`src/rtl/uart_tx_serializer.sv`:
```
// UART transmit serializer: frames a parallel word as start bit, data bits
// LSB-first, optional parity and stop bit(s), stepped by an external baud tick.
// The baud generator is enabled only while a frame is in flight.
module uart_tx_serializer #(
   parameter int unsigned DATA_BITS = 8,  // 5..8
   parameter int unsigned PARITY    = 0,  // 0 none, 1 even, 2 odd, 3 none
   parameter int unsigned STOP_BITS = 1   // 1 or 2
) (
   input  logic                 clk,
   input  logic                 rst_n,
   input  logic                 baud_tick,
   input  logic                 tx_start,
   input  logic [DATA_BITS-1:0] tx_data,
   output logic                 baud_en,
   output logic                 tx,
   output logic                 tx_busy,
   output logic                 tx_done
);

   localparam bit         HasParity = (PARITY == 1) || (PARITY == 2);
   localparam bit         OddParity = (PARITY == 2);
   localparam logic [3:0] LastData  = 4'(DATA_BITS - 1);
   localparam logic [3:0] LastStop  = 4'(STOP_BITS - 1);

   typedef enum logic [2:0] {
      StIdle,
      StSync,
      StStart,
      StData,
      StParity,
      StStop
   } state_e;

   state_e               state_q, state_d;
   logic [DATA_BITS-1:0] shreg_q, shreg_d;
   logic [3:0]           cnt_q, cnt_d;
   logic                 par_q, par_d;
   logic                 tx_q, tx_d;
   logic                 busy_q, busy_d;
   logic                 done_q, done_d;
   logic                 en_q, en_d;

   // Next-state and next-output decode; tx_d is the line level for the next bit.
   always_comb begin
      state_d = state_q;
      shreg_d = shreg_q;
      cnt_d   = cnt_q;
      par_d   = par_q;
      tx_d    = tx_q;
      busy_d  = busy_q;
      done_d  = 1'b0;
      unique case (state_q)
         StIdle: begin
            tx_d = 1'b1;
            if (tx_start) begin
               state_d = StSync;
               shreg_d = tx_data;
               par_d   = (^tx_data) ^ OddParity;
               busy_d  = 1'b1;
            end
         end
         // Wait for the bit grid so the start bit lasts a full tick period.
         StSync: begin
            if (baud_tick) begin
               state_d = StStart;
               tx_d    = 1'b0;
            end
         end
         StStart: begin
            if (baud_tick) begin
               state_d = StData;
               cnt_d   = '0;
               tx_d    = shreg_q[0];
            end
         end
         StData: begin
            if (baud_tick) begin
               shreg_d = shreg_q >> 1;
               if (cnt_q == LastData) begin
                  cnt_d = '0;
                  if (HasParity) begin
                     state_d = StParity;
                     tx_d    = par_q;
                  end else begin
                     state_d = StStop;
                     tx_d    = 1'b1;
                  end
               end else begin
                  cnt_d = cnt_q + 4'd1;
                  tx_d  = shreg_q[1];
               end
            end
         end
         StParity: begin
            if (baud_tick) begin
               state_d = StStop;
               cnt_d   = '0;
               tx_d    = 1'b1;
            end
         end
         StStop: begin
            if (baud_tick) begin
               if (cnt_q == LastStop) begin
                  state_d = StIdle;
                  done_d  = 1'b1;
                  busy_d  = 1'b0;
               end else begin
                  cnt_d = cnt_q + 4'd1;
               end
            end
         end
         default: begin
            state_d = StIdle;
            tx_d    = 1'b1;
            busy_d  = 1'b0;
         end
      endcase
      en_d = (state_d != StIdle);
   end

   // State and registered outputs; reset forces the line idle immediately.
   always_ff @(posedge clk or negedge rst_n) begin
      if (!rst_n) begin
         state_q <= StIdle;
         shreg_q <= '0;
         cnt_q   <= '0;
         par_q   <= 1'b0;
         tx_q    <= 1'b1;
         busy_q  <= 1'b0;
         done_q  <= 1'b0;
         en_q    <= 1'b0;
      end else begin
         state_q <= state_d;
         shreg_q <= shreg_d;
         cnt_q   <= cnt_d;
         par_q   <= par_d;
         tx_q    <= tx_d;
         busy_q  <= busy_d;
         done_q  <= done_d;
         en_q    <= en_d;
      end
   end

   assign tx      = tx_q;
   assign tx_busy = busy_q;
   assign tx_done = done_q;
   assign baud_en = en_q;

endmodule

```
`config.mk`:
```
export PLATFORM = sky130hd
export DESIGN_NAME = uart_tx_serializer
export DESIGN_NICKNAME = d
export VERILOG_FILES = /design/src/rtl/uart_tx_serializer.sv
export SDC_FILE = /design/constraint.sdc
export NUM_CORES = 1
export LEC_CHECK = 0
export BUFFER_PORTS_ARGS = -buffer_cell sky130_fd_sc_hd__buf_2
export CAP_MARGIN = 20
export CORE_MARGIN = 2
export CORE_UTILIZATION = 55
export CTS_CLUSTER_SIZE = 30
export DETAILED_ROUTE_END_ITERATION = 8
export HOLD_SLACK_MARGIN = 0.05
export PLACE_DENSITY = 0.85
export RECOVER_POWER = 50
export SETUP_SLACK_MARGIN = 0.4
export SLEW_MARGIN = 20
export SYNTH_ARGS = -nofsm -noshare
export SYNTH_HDL_FRONTEND = slang
export SYNTH_SLANG_ARGS = --single-unit
```
`constraint.sdc`:
```
create_clock -name clk -period 2.2 [get_ports clk]
set_input_delay 0 -clock clk [delete_from_list [all_inputs] [get_ports clk]]
set_output_delay 0 -clock clk [all_outputs]
set_load 0.02 [all_outputs]
```
==> metrics.log <==
INFO  metric synth_area = 1060 sq um
INFO  metric drive_above_1_share = 22.7%
INFO  metric finalWirelength = 2.30 mm
INFO  metric die_h = 48.0 um
INFO  metric drtIter0Drc = 18
INFO  metric ctsHtreeMaxLevel = 1
INFO  metric final_common_cell = dfrtp_1
INFO  metric unrepaired_setup_endpoints_after_global_routing = yes
INFO  metric syn_nets = 127
INFO  metric final_core_occ = 75.3%
INFO  metric clock-skew-final = 0.00303 ns
INFO  metric antenna_left = 0
INFO  metric fp.coreArea = 1760 sq um
INFO  metric cell_variety_after_synth = 40
INFO  metric ys.flop_type = dfrtp_1
INFO  metric area_of_the_die = 2300 sq um
INFO  metric row_count = 15
INFO  metric maximum_number_of_pins_on_one_net_before_global_route_repair = 20
INFO  metric hold_viol_final = 0
INFO  metric synth_area_leaders = dfrtp_1, a21oi_1, mux2i_1
INFO  metric ant_diodes = 0
INFO  metric period_needed = 1.79 ns
INFO  metric synth-edff-count = 0
INFO  metric cts.clk_slew.worst_paths = 0.11 ns
INFO  metric first_global_vias = 830
INFO  metric ys_warn_count = 0
INFO  metric gp_congestion = 0.844
INFO  metric grt_antenna_before_repair = 0
INFO  metric synth_seq_cells = 19
INFO  metric post_drt_wl_per_cell = 13.8 um
INFO  metric cp_data_required_time = 2.41 ns
INFO  metric num_vias = 923
INFO  metric gate_count_of_the_mapped_netlist = 113
INFO  metric worstHoldPathType = primary input to asynchronous set/reset pin
INFO  metric drt_pre_antenna_iters = 4
INFO  metric run_status = finished clean
INFO  metric asyncSetResetFlopFracSynth = 100%
INFO  metric detailedPlacementHpwl = 1.44 mm
INFO  metric start_util = 60.3%
INFO  metric p_sw = 0.719 mW
INFO  metric die_width = 48.0 um
INFO  metric grtUsageTotal = 22.0%
INFO  metric pwr-share-comb = 48.5%
INFO  metric cts.root.buffer_cell = clkbuf_4
INFO  metric post-route-period-util = 81.5%
INFO  metric num-nets-final = 156
INFO  metric worst_slew_pin_slew = 1.01 ns
INFO  metric synth_top_area_share = 42.4%
INFO  metric drt_drc_violations_left = 0
INFO  metric syn-mean-instance-area = 9.41 sq um
INFO  metric io_buffers = 15
INFO  metric crit_path_end_kind = flip-flop
INFO  metric worst-setup-path-type = flip-flop to flip-flop
INFO  metric power.share.clock = 10.8%
INFO  metric leakagePower = 0.581 nW
INFO  metric syn2layout_area_growth = 24.9%
INFO  metric boundaryPins = 16
INFO  metric route.detailed.vias_per_inst = 5.56
INFO  metric numCtsBuffers = 3
INFO  metric layout.filler_cells = 135
INFO  metric layout.cells.most_common_list = dfrtp_1, nor2_1, a21oi_1
INFO  metric synth_area_leader_cell = dfrtp_1
INFO  metric cts.sinks = 19
INFO  metric final.setup.tns = 0 ns
INFO  metric globalRoute.totalOverflow = 0
INFO  metric internal_power = 0.952 mW
INFO  metric final_setup_fails = 0
INFO  metric slew_headroom = 32.6%
INFO  metric cell_pwr_density = 1260 nW/um^2
INFO  metric cp_data_arrival_time = 2.00 ns
INFO  metric final_max_slew_viol_count = 0
INFO  metric cts.path.max_buffers = 2
INFO  metric tritoncts = built
INFO  metric worst_skew_pair.late_latency = 0.31 ns
INFO  metric synth.yosys.seq_area_share = 44.8%
INFO  metric max-cap-violations = 0
INFO  metric power_frac_seq = 40.7%
INFO  metric fmax = 0.558 GHz
INFO  metric critPathLaunchType = flip-flop
INFO  metric grt_pass1_wl = 3.48 mm
INFO  metric switching_share = 43.0%
INFO  metric vdd.ir_drop.worst = 1.02 mV
INFO  metric cp_max_fo = 5
[flip-flops by register name, summed over array words and instances, names as in the netlist]
name and flops:
shreg_q 8, state_q 3, tx 1, cnt_q 4
tx_done 1, baud_en 1, tx_busy 1
[layer usage]
metal | share of wire (%) | GRT usage (%)
met5 | 0 | 0
met1 | 46 | 28.9
met3 | 2.2 | 2.64
met2 | 50 | 35.7
met4 | 1.8 | 10.8
[final cells by class]
cell class,count,area [sq um],area share (%)
multi-input cells,82,559,42.1
repair buffers,29,206,15.5
clock buffers,3,22.5,1.69
clock inverters,1,5.00,0.377
well taps,25,31.3,2.35
flip-flops and latches,19,478,36.0
inverters,7,26.3,1.98
[Yosys cell counts (2+ instances only)]
cell,count
inv_1,7
nor2_1,15
nand2b_1,3
nand2_1,8
mux2i_1,7
dfrtp_1,18
a21oi_1,14
nor3_1,2
ha_1,2
nand3_1,4
o21ai_0,4
[final timing paths]
| kind | endpoint | from | slack, ns | cells past startpoint |
|---|---|---|---|---|
| worst max-delay path | cnt_q[2] | cnt_q[0] | 0.41 | 6 |
| worst min-delay path | cnt_q[2] | rst_n | 0.37 | 2 |
| worst max register to register | cnt_q[2] | cnt_q[0] | 0.41 | 6 |
| worst min register to register | tx | tx | 0.53 | 2 |
| max in group asynchronous | state_q[1] | rst_n | 1.15 | 2 |
| min in group clk | shreg_q[4] | tx_data[4] | 0.52 | 4 |
[critical path: stages, from the launching register on]
cell      delay, ns
dfrtp_1        0.43
inv_2          0.10
ha_4           0.13
or3b_4         0.41
o311ai_4       0.35
o21ai_1        0.11
a22o_1         0.18
[repair_timing]
| item | in CTS | in global routing |
|---|---|---|
| buffers inserted | 0 | 2 |
| pin swaps | 1 | 3 |
| hold buffers | 12 | 0 |
| resized for setup | 0 | 8 |
| endpoints found under the hold margin | 29 | 0 |
| setup endpoints to repair | 1 | 10 |
[power groups by stage]
stage / Sequential [mW] / Clock, mW / Combinational (mW)
after global placement: 0.659 / 0 / 0.696
after detailed placement: 0.669 / 0 / 0.720
after CTS: 0.662 / 0.186 / 0.745
after global routing: 0.697 / 0.196 / 0.897
after floorplan: 0.624 / 0 / 0.637
final: 0.680 / 0.181 / 0.811
[kinds of logic after synthesis]
logic type	Yosys count	share of synthesized area, %
AOI/OAI and AO/OA	31	20.1
DFF	19	44.8
xor gates and xnor gates	1	0.824
adders and majority gates	2	2.35
buffers and inverters	12	5.65
and+or+nand+nor	41	19.6
muxes	7	6.59
[through the flow]
stage	cell area (sq um)	cells	power [mW]	hold WS [ns]	setup slack, ns
2_1_floorplan	1060	113	1.26	-0.296	0.489
3_3_place_gp	1140	148	1.35	-0.0432	0.438
3_5_place_dp	1140	148	1.39	-0.0417	0.371
4_1_cts	1280	164	1.59	0.155	0.408
5_1_grt	1330	166	1.79	0.501	0.320
6_report	1330	166	1.67	0.374	0.408
Power figures use the tool's default switching activity.
